==> src/rtl/tm_pkg.sv <==
// ============================================================================
//  Module      : tm_pkg
//  Description : Shared types and helpers for the template-match sequencer
//  Revision    : 1.0
// ============================================================================
`default_nettype none

package tm_pkg;

  // Default width of SAD scores and the hit threshold
  localparam int SAD_W_DEF = 12;

  // Width of a coordinate able to address 0..n-1 (never narrower than 1 bit)
  function automatic int coord_w(input int n);
    return (n > 1) ? $clog2(n) : 1;
  endfunction

  typedef enum logic [1:0] {
    ST_IDLE  = 2'd0,
    ST_SCAN  = 2'd1,
    ST_DRAIN = 2'd2,
    ST_DONE  = 2'd3
  } state_e;

endpackage

`default_nettype wire

==> src/rtl/raster_counter.sv <==
// ============================================================================
//  Module      : raster_counter
//  Description : Raster column/row tracker; flags last pixel and valid windows
//                for the pixel currently being shifted.
//  Revision    : 1.0
// ============================================================================
`default_nettype none

module raster_counter
  import tm_pkg::*;
#(
  parameter int IMG_W = 640,
  parameter int IMG_H = 480,
  parameter int TPL_W = 40,
  parameter int TPL_H = 100,
  localparam int XW = coord_w(IMG_W),
  localparam int YW = coord_w(IMG_H)
) (
  input  logic          clk,
  input  logic          rst,          // asynchronous, active low
  input  logic          clr_i,        // restart from (0,0)
  input  logic          adv_i,        // one pixel shifted this cycle
  output logic          last_o,       // current pixel is the frame's last one
  output logic          win_valid_o,  // current pixel completes a full window
  output logic [XW-1:0] win_x_o,      // window top-left x
  output logic [YW-1:0] win_y_o       // window top-left y
);

  logic [XW-1:0] col_q, col_d;
  logic [YW-1:0] row_q, row_d;

  // Next position: wrap column at line end, row at frame end
  always_comb begin
    col_d = col_q;
    row_d = row_q;
    if (clr_i) begin
      col_d = '0;
      row_d = '0;
    end else if (adv_i) begin
      if (col_q == XW'(IMG_W - 1)) begin
        col_d = '0;
        row_d = (row_q == YW'(IMG_H - 1)) ? '0 : row_q + YW'(1);
      end else begin
        col_d = col_q + XW'(1);
      end
    end
  end

  // Position registers
  always_ff @(posedge clk or negedge rst) begin
    if (!rst) begin
      col_q <= '0;
      row_q <= '0;
    end else begin
      col_q <= col_d;
      row_q <= row_d;
    end
  end

  assign last_o      = (col_q == XW'(IMG_W - 1)) && (row_q == YW'(IMG_H - 1));
  assign win_valid_o = (row_q >= YW'(TPL_H - 1)) && (col_q >= XW'(TPL_W - 1));
  assign win_x_o     = col_q - XW'(TPL_W - 1);
  assign win_y_o     = row_q - YW'(TPL_H - 1);

endmodule

`default_nettype wire

==> src/rtl/template_match_ctrl.sv <==
// ============================================================================
//  Module      : template_match_ctrl
//  Description : Sequencer for linebuffer -> sad -> linecounter. Streams the
//                image, aligns SAD scores with window coordinates, stops on
//                the first score below threshold and tracks the minimum.
//  Revision    : 1.0
// ============================================================================
`default_nettype none

module template_match_ctrl
  import tm_pkg::*;
#(
  parameter int IMG_W   = 640,
  parameter int IMG_H   = 480,
  parameter int TPL_W   = 40,
  parameter int TPL_H   = 100,
  parameter int SAD_W   = SAD_W_DEF,
  parameter int SAD_LAT = 2,
  localparam int XW = coord_w(IMG_W),
  localparam int YW = coord_w(IMG_H)
) (
  input  logic             clk,
  input  logic             rst,        // asynchronous, active low
  input  logic             start,
  input  logic             abort,
  input  logic [SAD_W-1:0] threshold,
  input  logic             pix_valid,
  input  logic             pix_data,
  output logic             pix_ready,
  output logic             lb_d,
  output logic             lb_shift,
  input  logic [SAD_W-1:0] sad_in,
  output logic             busy,
  output logic             done,
  output logic             found,
  output logic [XW-1:0]    match_x,
  output logic [YW-1:0]    match_y,
  output logic [SAD_W-1:0] best_sad,
  output logic [XW-1:0]    best_x,
  output logic [YW-1:0]    best_y
);

  state_e state_q, state_d;
  logic   start_acc;

  logic [SAD_W-1:0] thr_q;
  logic             found_q;
  logic [XW-1:0]    match_x_q, best_x_q;
  logic [YW-1:0]    match_y_q, best_y_q;
  logic [SAD_W-1:0] best_sad_q;

  // Coordinate delay line; its output lines up with sad_in
  logic [SAD_LAT-1:0] dl_v_q;
  logic [XW-1:0]      dl_x_q [SAD_LAT];
  logic [YW-1:0]      dl_y_q [SAD_LAT];

  logic          w_active, w_shift, w_out_v, w_hit, w_better, w_flush, w_dl_empty;
  logic          w_last, w_win_valid;
  logic [XW-1:0] w_win_x;
  logic [YW-1:0] w_win_y;

  assign w_active   = (state_q == ST_SCAN) || (state_q == ST_DRAIN);
  assign w_out_v    = dl_v_q[SAD_LAT-1] && w_active;
  assign w_hit      = w_out_v && (sad_in < thr_q);
  assign w_better   = w_out_v && (sad_in < best_sad_q);
  // A hit freezes the source the same cycle, so no pixel slips past the match
  assign pix_ready  = (state_q == ST_SCAN) && !w_hit;
  assign w_shift    = pix_valid && pix_ready;
  assign w_flush    = w_hit || abort || !w_active;
  assign w_dl_empty = (dl_v_q == '0);

  raster_counter #(
    .IMG_W (IMG_W),
    .IMG_H (IMG_H),
    .TPL_W (TPL_W),
    .TPL_H (TPL_H)
  ) u_raster (
    .clk         (clk),
    .rst         (rst),
    .clr_i       (start_acc),
    .adv_i       (w_shift),
    .last_o      (w_last),
    .win_valid_o (w_win_valid),
    .win_x_o     (w_win_x),
    .win_y_o     (w_win_y)
  );

  // Next-state logic; abort overrides everything outside IDLE
  always_comb begin
    state_d   = state_q;
    start_acc = 1'b0;
    case (state_q)
      ST_IDLE: begin
        if (start && !abort) begin
          state_d   = ST_SCAN;
          start_acc = 1'b1;
        end
      end
      ST_SCAN: begin
        if (w_hit)                 state_d = ST_DONE;
        else if (w_shift && w_last) state_d = ST_DRAIN;
      end
      ST_DRAIN: begin
        if (w_hit || w_dl_empty) state_d = ST_DONE;
      end
      ST_DONE:  state_d = ST_IDLE;
      default:  state_d = ST_IDLE;
    endcase
    if (abort && (state_q != ST_IDLE)) state_d = ST_IDLE;
  end

  // State register
  always_ff @(posedge clk or negedge rst) begin
    if (!rst) state_q <= ST_IDLE;
    else      state_q <= state_d;
  end

  // Delay line advances every cycle; emptied outside an active scan or on hit
  always_ff @(posedge clk or negedge rst) begin
    if (!rst) begin
      dl_v_q <= '0;
      for (int i = 0; i < SAD_LAT; i++) begin
        dl_x_q[i] <= '0;
        dl_y_q[i] <= '0;
      end
    end else begin
      dl_v_q[0] <= w_shift && w_win_valid && !w_flush;
      dl_x_q[0] <= w_win_x;
      dl_y_q[0] <= w_win_y;
      for (int i = 1; i < SAD_LAT; i++) begin
        dl_v_q[i] <= dl_v_q[i-1] && !w_flush;
        dl_x_q[i] <= dl_x_q[i-1];
        dl_y_q[i] <= dl_y_q[i-1];
      end
    end
  end

  // Result registers: cleared on accepted start, frozen by abort
  always_ff @(posedge clk or negedge rst) begin
    if (!rst) begin
      thr_q      <= '0;
      found_q    <= 1'b0;
      match_x_q  <= '0;
      match_y_q  <= '0;
      best_sad_q <= '1;
      best_x_q   <= '0;
      best_y_q   <= '0;
    end else if (start_acc) begin
      thr_q      <= threshold;
      found_q    <= 1'b0;
      match_x_q  <= '0;
      match_y_q  <= '0;
      best_sad_q <= '1;
      best_x_q   <= '0;
      best_y_q   <= '0;
    end else if (!abort) begin
      if (w_hit) begin
        found_q   <= 1'b1;
        match_x_q <= dl_x_q[SAD_LAT-1];
        match_y_q <= dl_y_q[SAD_LAT-1];
      end
      if (w_better) begin
        best_sad_q <= sad_in;
        best_x_q   <= dl_x_q[SAD_LAT-1];
        best_y_q   <= dl_y_q[SAD_LAT-1];
      end
    end
  end

  assign lb_d     = pix_data;
  assign lb_shift = w_shift;
  assign busy     = w_active;
  assign done     = (state_q == ST_DONE);
  assign found    = found_q;
  assign match_x  = match_x_q;
  assign match_y  = match_y_q;
  assign best_sad = best_sad_q;
  assign best_x   = best_x_q;
  assign best_y   = best_y_q;

endmodule

`default_nettype wire
==> config.mk <==
export PLATFORM = sky130hd
export DESIGN_NAME = template_match_ctrl
export DESIGN_NICKNAME = d
export VERILOG_FILES = /design/src/rtl/tm_pkg.sv /design/src/rtl/raster_counter.sv /design/src/rtl/template_match_ctrl.sv
export SDC_FILE = /design/constraint.sdc
export NUM_CORES = 1
export LEC_CHECK = 0
export BUFFER_PORTS_ARGS = -buffer_cell sky130_fd_sc_hd__buf_2
export CAP_MARGIN = 20
export CORE_MARGIN = 2
export CORE_UTILIZATION = 26
export CTS_CLUSTER_DIAMETER = 150
export DETAILED_ROUTE_END_ITERATION = 12
export GPL_ROUTABILITY_DRIVEN = 0
export HOLD_SLACK_MARGIN = 0.02
export PLACE_DENSITY_LB_ADDON = 0.12
export REMOVE_ABC_BUFFERS = 1
export SYNTH_ARGS = -nofsm -noshare
export SYNTH_HDL_FRONTEND = slang
export SYNTH_SLANG_ARGS = --single-unit
==> constraint.sdc <==
create_clock -name clk -period 2.75 [get_ports clk]
set_input_delay 0.1375 -clock clk [delete_from_list [all_inputs] [get_ports clk]]
set_output_delay 0.1375 -clock clk [all_outputs]
set_load 0.01 [all_outputs]
==> flow_metrics.py, run 1 <==
metrics = {
    "critical_path": {
        "worst_ep_required_time_ns": 2.61,
        "r2r_start": "best_sad[9]",
        "crit_type": "register to output port",
        "cp_max_fo": 10,
        "arrival_ns": 2.44,
        "worst_setup_path_start_kind": "register",
        "crit_chain": "inv_1 > ha_1 > a211oi_1 > o21ai_1 > a21o_1 > o21ai_1 > inv_1 > buf_4 > buf_2",
        "r2r_end": "best_sad[3]",
        "critPathCaptureType": "output port",
        "r2r_slack_ns": 0.19,
        "slowest_stage": "dfrtp_1",
        "critPathMaxStageDelay_ns": 0.36,
        "reg2regPathDepth": 9,
    },
    "clock_network": {
        "root_buffer": "clkbuf_16",
        "cts_max_level": 4,
        "clock_path_buffers": 2,
        "insertion_delay_ns": 0.42,
        "cts_tree": "yes",
        "cts_inserted_buffers": 17,
        "path_clk_slew_ns": 0.06,
        "post_cts_buffers": 0,
        "cts.sinks": 124,
    },
    "yosys": {
        "syn-cell-area_um2": 6210,
        "yosysSeqAreaShare_pct": 50.2,
        "synthDistinctLibCells": 58,
        "ys_seq_elements": 124,
        "syn_avg_cell_area_um2": 9.97,
        "yosysWarnings": 0,
        "synth_edf_count": 0,
        "synth_ff_type": "dfrtp_1",
        "async_flop_share_pct": 100,
        "synth_cells": 623,
    },
    "floorplanning": {
        "start_util_pct": 26.5,
        "die_w_um": 159,
        "die_h_um": 159,
        "die_area_um2": 25100,
        "num_rows": 56,
        "placeableCoreArea_um2": 23500,
        "io_pins": 86,
    },
    "final_layout": {
        "nNetsFinal": 767,
        "layout-drive-gt1-share_pct": 23.3,
        "synthToLayoutAreaGrowth_pct": 24.2,
        "antenna-diode-count": 0,
        "design_area_um2": 7720,
        "fill_cells": 2407,
    },
    "sta": {
        "hold_viol": 0,
        "period_needed_ns": 2.58,
        "worstMarginPinSlew_ns": 0.692,
        "max-slew-margin-rel_pct": 53.8,
        "fin_skew_ns": 0.0106,
        "rsz0062_at_grt": "false",
        "final-setup-viol-count": 0,
        "max_freq_mhz": 388,
        "drv_slew": 0,
        "finalCritPeriodShare_pct": 93.8,
        "fin_ws_ns": 0.172,
    },
    "route": {
        "drt_wl_total_um": 17100,
        "routed-via-count": 5064,
        "ant_nets": 0,
        "drc": 0,
        "vias_per_cell": 4.86,
        "avgRoutedWirePerCell_um": 16.4,
        "dr.pass1.iters": 5,
        "drt_iter0_markers": 367,
    },
    "place": {
        "place_area_um2": 7000,
        "hpwl_um": 11900,
        "port_buffers": 83,
        "dpl_worst_slack_ns": 0.176,
    },
    "job": {
        "cap_violations": 0,
    },
    "worst_hold_path": {
        "min_delay_path_depth": 3,
        "hp-start": "sad_in[2]",
        "holdPathEnd": "best_sad[2]",
        "worstHoldPathType": "input pin to register",
    },
    "grt": {
        "grt_pass1_wl_um": 27600,
        "gr-usage-all-layers_pct": 14.4,
        "antenna_found_initial": 0,
        "grt_max_degree": 71,
        "grt_pass1_vias": 5080,
        "grt_overflow": 0,
    },
    "power": {
        "p_per_area_nw_per_um2": 677,
        "p_leak_uw": 0.00348,
        "max-vdd-ir-drop_uv": 275,
    },
    "status": {
        "status": "finished, final reports clean",
    },
}
-- critical path, delay by kind of cell, from the launching register on --
kind | cells | cell delay (ns)
AOI/OAI and AO/OA | 4 | 0.82
adders and majority gates | 1 | 0.24
buffers and inverters | 4 | 0.61
DFF | 1 | 0.36
-- metal layers --
layer | vias up | global-route usage [%] | share of wire, %
li1 | 2430 | - | -
met1 | 2506 | 19.2 | 47
met2 | 110 | 23.0 | 48
met3 | 18 | 3.38 | 3.8
met4 | 0 | 4.68 | 1.5
met5 | - | 0 | 0
-- cells by family after synthesis --
| logic type | count (synthesis) | synth area share [%] |
|---|---|---|
| compound gates | 178 | 21.3 |
| xor+xnor | 17 | 2.40 |
| fa+ha+maj | 28 | 5.64 |
| buf+inv | 85 | 5.82 |
| flops | 124 | 50.2 |
| mux | 1 | 0.161 |
| simple gates | 190 | 14.5 |
-- cell usage after synthesis (7+ instances only) --
cell type    n  area, µm²
a21o_1       8       60.1
a21oi_1     31        155
a31o_1      19        166
buf_2       13       65.1
clkbuf_1    33        124
dfrtp_1    112       2800
dfstp_2     12        315
ha_1        28        350
inv_1       34        128
nand2_1     76        285
nand3_1     47        235
nand4_1     11       68.8
nor2_1      22       82.6
o211ai_1    27        203
o21ai_0     37        185
o221ai_1     9       78.8
o221ai_2    10        150
xnor2_1     10       87.6
xor2_1       7       61.3
-- cell usage in the layout, fill, tap and decap left out, drive strengths merged, types with 5 or more instances in the layout --
master and n:
dfrtp 112, buf 105, nand2 76, nand3 47, o21ai 40, inv 40, a21oi 31, ha 28
o211ai 27, nor2 22, a31o 21, o221ai 19, clkbuf 17, dlygate4sd3 13, dfstp 12, nand4 11
xnor2 10, a21o 8, xor2 7, clkinv 6, and4 5
-- cell type report --
type                       count  area (µm²)  area share (%)
clock buffer                  17         425            5.51
timing repair buffer         118         738            9.56
sequential                   124        3120            40.4
multi-input combinational    414        2750            35.6
tap                          319         399            5.17
clock inverter                15         161            2.09
inverter                      34         128            1.65
-- timing repair --
item / CTS / global route
gates resized for setup: 0 / 1
hold buffers: 13 / 0
endpoints found under the setup margin: 0 / 1
endpoints found under the hold margin: 45 / 0
-- report_power, final --
group | switching, µW | internal, µW
Clock | 887 | 1350
Combinational | 597 | 298
Sequential | 96.2 | 2000
Total | 1580 | 3650
-- worst max-delay path by stage --
stage / cells after the start / to / slack [ns] / startpoint
finish: 9 / lb_shift / 0.17 / thr_q[2]
global route: 9 / best_sad[3] / 0.01 / best_sad[9]
CTS: 9 / lb_shift / 0.13 / thr_q[9]
detailed placement: 9 / best_sad[0] / 0.18 / best_sad[9]
global placement: 9 / best_sad[9] / 0.26 / best_sad[9]
floorplan: 7 / best_sad[0] / -1.29 / best_sad[9]
-- sequential cells by signal, indices dropped and copies added (netlist names), 9 cells and up --
signal          cells
dl_x_q             20
dl_y_q             18
best_sad           12
thr_q              12
best_x             10
match_x            10
u_raster.col_q     10
best_y              9
match_y             9
u_raster.row_q      9
-- per-stage QoR --
step | hold slack (ns) | cells | util, % | power (µW) | setup TNS (ns)
after floorplan | -0.158 | 572 | - | 2630 | -39.27
after global placement | 0.235 | 996 | 29.8 | 2990 | 0
after detailed placement | 0.236 | 996 | 29.8 | 3020 | 0
after CTS | 0.0211 | 1041 | 32.9 | 5310 | 0
after global routing | 0.0252 | 1041 | 32.9 | 5540 | 0
final | 0.0416 | 1041 | 32.9 | 5230 | 0
(Power assumes the default switching activity.)
==> run 2: changes to the inputs <==
ABC_AREA = 1   (was not set)
==> flow_metrics.py, run 2 <==
metrics = {
    "status": {
        "status": "finished, final reports clean",
    },
    "clock_network": {
        "cts_resized": 0,
        "holdBufCountCts": 13,
        "path_clk_slew_ns": 0.05,
        "cts.sinks": 124,
        "cts_inserted_buffers": 17,
        "cts_max_level": 4,
        "root_buffer": "clkbuf_16",
        "post_cts_buffers": 0,
        "clock_path_buffers": 2,
        "cts_tree": "yes",
        "insertion_delay_ns": 0.41,
    },
    "critical_path": {
        "crit_start": "state_q[0]",
        "critPathCaptureType": "output port",
        "r2r_start": "state_q[0]",
        "arrival_ns": 2.37,
        "crit_type": "register to output port",
        "r2r_slack_ns": 0.43,
        "crit_end": "lb_shift",
        "worst_setup_path_start_kind": "register",
        "critPathMaxStageDelay_ns": 0.41,
        "r2r_end": "u_raster.col_q[9]",
        "reg2regPathDepth": 12,
        "crit_top_cell": "nand2_1",
        "crit_chain": "inv_1 > ha_1 > nand2_1 > nor2_1 > nand2_1 > a21oi_4 > nand2_4 > nand3_4 > inv_2 > buf_2",
        "worst_ep_required_time_ns": 2.61,
        "slowest_stage": "dfrtp_1",
        "cp_max_fo": 5,
    },
    "yosys": {
        "yosysMostFrequentCell": "nand2_1",
        "synth_edf_count": 0,
        "yosys.area.top_type": "dfrtp_1",
        "synth_ff_type": "dfrtp_1",
        "syn-cell-area_um2": 6020,
        "synth_area_leaders": "dfrtp_1 (47%), nand2_1 (11%), nand3_1 (7.8%), ha_1 (5.8%), dfstp_2 (5.2%)",
        "synth_cells": 688,
        "synth_common_cells": "nand2_1 (171), dfrtp_1 (112), nand3_1 (94), inv_1 (66), ha_1 (28)",
        "async_flop_share_pct": 100,
        "synthDistinctLibCells": 36,
        "synth_top_cell_area_share_pct": 46.6,
        "yosysSeqAreaShare_pct": 51.8,
        "syn_avg_cell_area_um2": 8.75,
        "ys_seq_elements": 124,
        "yosysWarnings": 0,
    },
    "sta": {
        "max_freq_mhz": 399,
        "whs_ns": 0.0826,
        "tns_ns": 0,
        "rsz0062_at_grt": "false",
        "finalCritPeriodShare_pct": 91.2,
        "fin_skew_ns": 0.0120,
        "period_needed_ns": 2.51,
        "max-slew-margin-rel_pct": 60.5,
        "drv_slew": 0,
        "hold_viol": 0,
        "final-setup-viol-count": 0,
        "worstMarginPinSlew_ns": 0.592,
        "fin_ws_ns": 0.242,
    },
    "power": {
        "p_seq_share_pct": 38.4,
        "p_per_area_nw_per_um2": 880,
        "p_leak_uw": 0.00382,
        "max-vdd-ir-drop_uv": 372,
        "power_frac_clock_pct": 35.3,
        "switching_power_uw": 2190,
        "power_frac_comb_pct": 26.3,
        "p_int_uw": 4370,
        "switching_share_pct": 33.4,
    },
    "grt": {
        "grt_pass1_wl_um": 25000,
        "grt_max_degree": 85,
        "grt_pass1_vias": 4691,
        "grt_overflow": 0,
        "gr-usage-all-layers_pct": 13.2,
        "antenna_found_initial": 0,
    },
    "route": {
        "drc": 0,
        "dr.pass1.iters": 5,
        "met1_length_um": 7360,
        "dr_wl_met2_um": 6980,
        "routed-via-count": 4773,
        "top_layer": "met4",
        "avgRoutedWirePerCell_um": 14.2,
        "vias_per_cell": 4.46,
        "dr_wl_met3_um": 560,
        "drt_wl_total_um": 15200,
        "drt_iter0_markers": 313,
        "ant_nets": 0,
    },
    "place": {
        "dpl_worst_slack_ns": 0.441,
        "port_buffers": 83,
        "hpwl_um": 10700,
    },
    "floorplanning": {
        "num_rows": 55,
        "start_util_pct": 26.5,
        "io_pins": 86,
        "die_area_um2": 24400,
        "placeableCoreArea_um2": 22700,
        "die_w_um": 156,
        "die_h_um": 156,
    },
    "final_layout": {
        "final_common_cell": "nand2_1",
        "synthToLayoutAreaGrowth_pct": 23.7,
        "largest-register": "dl_x_q",
        "antenna-diode-count": 0,
        "layout-drive-gt1-share_pct": 20.7,
        "largest_reg_flops": 20,
        "layout_common_cells": "nand2_1 (171), dfrtp_1 (112), nand3_1 (94)",
        "nNetsFinal": 832,
        "top_regs": "dl_x_q (20), dl_y_q (18)",
    },
    "job": {
        "cap_violations": 0,
    },
    "worst_hold_path": {
        "worstHoldPathType": "input pin to register",
    },
}
run 2: changes by cell type after synthesis, sizes merged, moves of 19 or more:
cell,change
a31o,-21
nand3,+48
o211ai,-26
o221ai,-19
nand2,+100
a21oi,-20
clkbuf,-22
inv,+36
run 2: logic make-up (layout without fill, tap and decap cells):
| kind of cell | after synthesis | in the layout | share of synthesized area [%] |
|---|---|---|---|
| AOI/OAI and AO/OA | 58 | 58 | 5.18 |
| xor gates and xnor gates | 18 | 18 | 2.62 |
| adders and majority gates | 28 | 28 | 5.82 |
| buffers and inverters | 108 | 206 | 7.61 |
| DFF | 124 | 124 | 51.8 |
| and+or+nand+nor | 352 | 352 | 27.0 |
run 2: critical path, delay by kind of cell (launching register included):
family	cells	cell delay, ns
adder cells (fa/ha/maj)	1	0.36
AND/OR/NAND/NOR	5	0.64
buffers and inverters	3	0.32
flip-flops	1	0.41
AO/OA/AOI/OAI	1	0.24
run 2: worst min-delay path by stage:
| stage | start | endpoint | slack [ns] | cells past startpoint |
|---|---|---|---|---|
| final | pix_valid | dl_v_q[0] | 0.08 | 3 |
| after detailed placement | rst | u_raster.row_q[0] | 0.19 | 1 |
| after global routing | pix_valid | dl_v_q[0] | 0.08 | 3 |
| after global placement | rst | u_raster.row_q[0] | 0.18 | 1 |
| after floorplan | rst | best_x[0] | -0.16 | 0 |
| after CTS | pix_valid | dl_v_q[0] | 0.07 | 3 |
run 2: per-stage QoR:
stage | instances | instance area [µm²] | total power (µW) | util [%]
2_1_floorplan | 652 | 5830 | 3660 | -
3_3_place_gp | 1027 | 6700 | 4250 | 29.5
3_5_place_dp | 1027 | 6700 | 4290 | 29.5
4_1_cts | 1071 | 7450 | 6670 | 32.8
5_1_grt | 1071 | 7450 | 7050 | 32.8
6_report | 1071 | 7450 | 6550 | 32.8
run 2: power by group through the flow:
stage,registers [µW],clock network [µW],logic (µW)
final,2520,2310,1720
after global routing,2570,2480,2000
after CTS,2520,2390,1760
after detailed placement,2550,0,1730
after global placement,2540,0,1710
after floorplan,2520,0,1140
run 2: per-layer routing:
layer / up-vias / track usage, %
met4: 0 / 4.50
met5: - / 0
met1: 2264 / 17.8
met2: 86 / 20.7
met3: 13 / 3.39
li1: 2410 / -
run 2: area by class of cell:
| class | count | area (µm²) |
|---|---|---|
| timing repair buffer | 103 | 638 |
| fill | 2379 | 15300 |
| tap | 285 | 357 |
| inverter | 72 | 270 |
| clock buffer | 19 | 453 |
| clock inverter | 12 | 161 |
| multi-input combinational | 456 | 2450 |
| sequential | 124 | 3120 |
==> run 3: changes to the inputs <==
CORE_MARGIN = 10   (was 2)
==> flow_metrics.py, run 3 (synthesis results as in run 2) <==
metrics = {
    "final_layout": {
        "nNetsFinal": 834,
        "largest-register": "dl_x_q",
        "synthToLayoutAreaGrowth_pct": 23.0,
        "final_common_cell": "nand2_1",
        "design_area_um2": 7400,
        "layout_common_cells": "nand2_1 (171), dfrtp_1 (112), nand3_1 (94)",
        "final_core_util_pct": 32.6,
        "largest_reg_flops": 20,
        "layout-drive-gt1-share_pct": 21.0,
        "antenna-diode-count": 0,
        "top_regs": "dl_x_q (20), dl_y_q (18)",
    },
    "place": {
        "hpwl_um": 11400,
        "place_area_um2": 6710,
        "port_buffers": 83,
    },
    "route": {
        "dr.pass1.iters": 4,
        "drc": 0,
        "drt_wl_total_um": 15900,
        "drt_iter0_markers": 272,
        "routed-via-count": 4829,
        "avgRoutedWirePerCell_um": 14.8,
        "vias_per_cell": 4.50,
        "ant_nets": 0,
    },
    "floorplanning": {
        "die_h_um": 172,
        "start_util_pct": 26.5,
        "num_rows": 55,
        "die_w_um": 172,
        "die_area_um2": 29600,
        "io_pins": 86,
        "placeableCoreArea_um2": 22700,
    },
    "critical_path": {
        "arrival_ns": 2.35,
        "worst_ep_required_time_ns": 2.61,
        "r2r_end": "u_raster.col_q[9]",
        "worst_setup_path_start_kind": "register",
        "reg2regPathDepth": 12,
        "crit_type": "register to output port",
        "r2r_slack_ns": 0.49,
        "crit_start": "state_q[0]",
        "cp_max_fo": 5,
        "r2r_start": "state_q[0]",
        "critPathCaptureType": "output port",
    },
    "worst_hold_path": {
        "holdPathEnd": "dl_v_q[0]",
        "min_delay_path_depth": 3,
        "worstHoldPathType": "input pin to register",
        "hp-start": "pix_valid",
    },
    "job": {
        "cap_violations": 0,
    },
    "clock_network": {
        "post_cts_buffers": 0,
        "cts_tree": "yes",
        "root_buffer": "clkbuf_16",
        "insertion_delay_ns": 0.41,
        "cts_resized": 0,
        "cts_inserted_buffers": 17,
        "clock_path_buffers": 2,
        "path_clk_slew_ns": 0.06,
        "cts.sinks": 124,
        "cts_max_level": 4,
    },
    "grt": {
        "grt_overflow": 0,
        "gr-usage-all-layers_pct": 11.2,
        "grt_pass1_wl_um": 26000,
        "grt_max_degree": 75,
        "antenna_found_initial": 0,
        "grt_pass1_vias": 4813,
    },
    "power": {
        "switching_power_uw": 2180,
        "power_frac_comb_pct": 27.1,
        "power_frac_clock_pct": 33.1,
        "p_leak_uw": 0.00379,
        "max-vdd-ir-drop_uv": 280,
        "p_per_area_nw_per_um2": 853,
        "switching_share_pct": 34.5,
        "p_seq_share_pct": 39.8,
        "p_int_uw": 4140,
    },
    "sta": {
        "max_freq_mhz": 403,
        "period_needed_ns": 2.48,
        "max-slew-margin-rel_pct": 59.0,
        "final-setup-viol-count": 0,
        "finalCritPeriodShare_pct": 90.3,
        "drv_slew": 0,
        "worstMarginPinSlew_ns": 0.615,
        "fin_skew_ns": 0.00720,
        "rsz0062_at_grt": "false",
        "hold_viol": 0,
    },
    "status": {
        "status": "finished, final reports clean",
    },
}
## run 3: changes by cell type in the layout (fill, tap and decap cells not counted)
cell        delta
inv_6          -3
buf_4          +3
clkinvlp_4     +2
clkbuf_8       +2
bufinv_16      -3
clkinv_4       +3
buf_12         -1
## run 3: repair_timing
item,in CTS,in global routing
hold endpoints to repair,52,0
hold buffers,13,0
endpoints found under the setup margin,0,0
## run 3: critical path: stages, from the launching register on
cell     delay (ns)
dfrtp_1        0.41
inv_1          0.10
ha_1           0.37
nand2_1        0.18
nor2_1         0.14
nand2_1        0.09
a21oi_4        0.21
nand2_4        0.10
nand3_4        0.11
inv_2          0.07
buf_2          0.14
## run 3: layer usage
| metal | up-vias | track usage, % | part of all wire (%) |
|---|---|---|---|
| li1 | 2420 | - | - |
| met5 | - | 0 | 0 |
| met4 | 0 | 3.90 | 1.1 |
| met1 | 2324 | 14.7 | 48 |
| met3 | 14 | 2.71 | 3.9 |
| met2 | 71 | 17.5 | 47 |
## run 3: how the worst max path moves through the flow
stage                             end  slack, ns  cells past startpoint
floorplan                   best_x[0]      -0.25                      9
global placement    u_raster.col_q[6]       0.56                     12
detailed placement  u_raster.col_q[9]       0.52                     12
CTS                          lb_shift       0.24                     10
global route                 lb_shift       0.08                     10
finish                       lb_shift       0.27                     10
## run 3: area by class of cell
type / count / area, µm²
fill: 2387 / 15300
sequential: 124 / 3120
multi-input combinational: 456 / 2450
timing repair buffer: 105 / 641
clock buffer: 21 / 480
tap: 285 / 357
inverter: 72 / 270
clock inverter: 11 / 86.3
## run 3: through the flow
step / setup TNS [ns] / std cells / worst slack [ns] / hold WS (ns) / power, µW
after floorplan: -7.81 / 652 / -0.251 / -0.158 / 3660
after global placement: 0 / 1029 / 0.557 / 0.190 / 4260
after detailed placement: 0 / 1029 / 0.518 / 0.208 / 4280
after CTS: 0 / 1074 / 0.241 / 0.0579 / 6440
after global routing: 0 / 1074 / 0.0771 / 0.0573 / 6830
final: 0 / 1074 / 0.267 / 0.0755 / 6320
## run 3: power by group through the flow
stage | clock network [µW] | registers, µW | logic [µW]
2_1_floorplan | 0 | 2520 | 1140
3_3_place_gp | 0 | 2540 | 1720
3_5_place_dp | 0 | 2550 | 1730
4_1_cts | 2170 | 2520 | 1760
5_1_grt | 2260 | 2560 | 2010
6_report | 2090 | 2510 | 1710
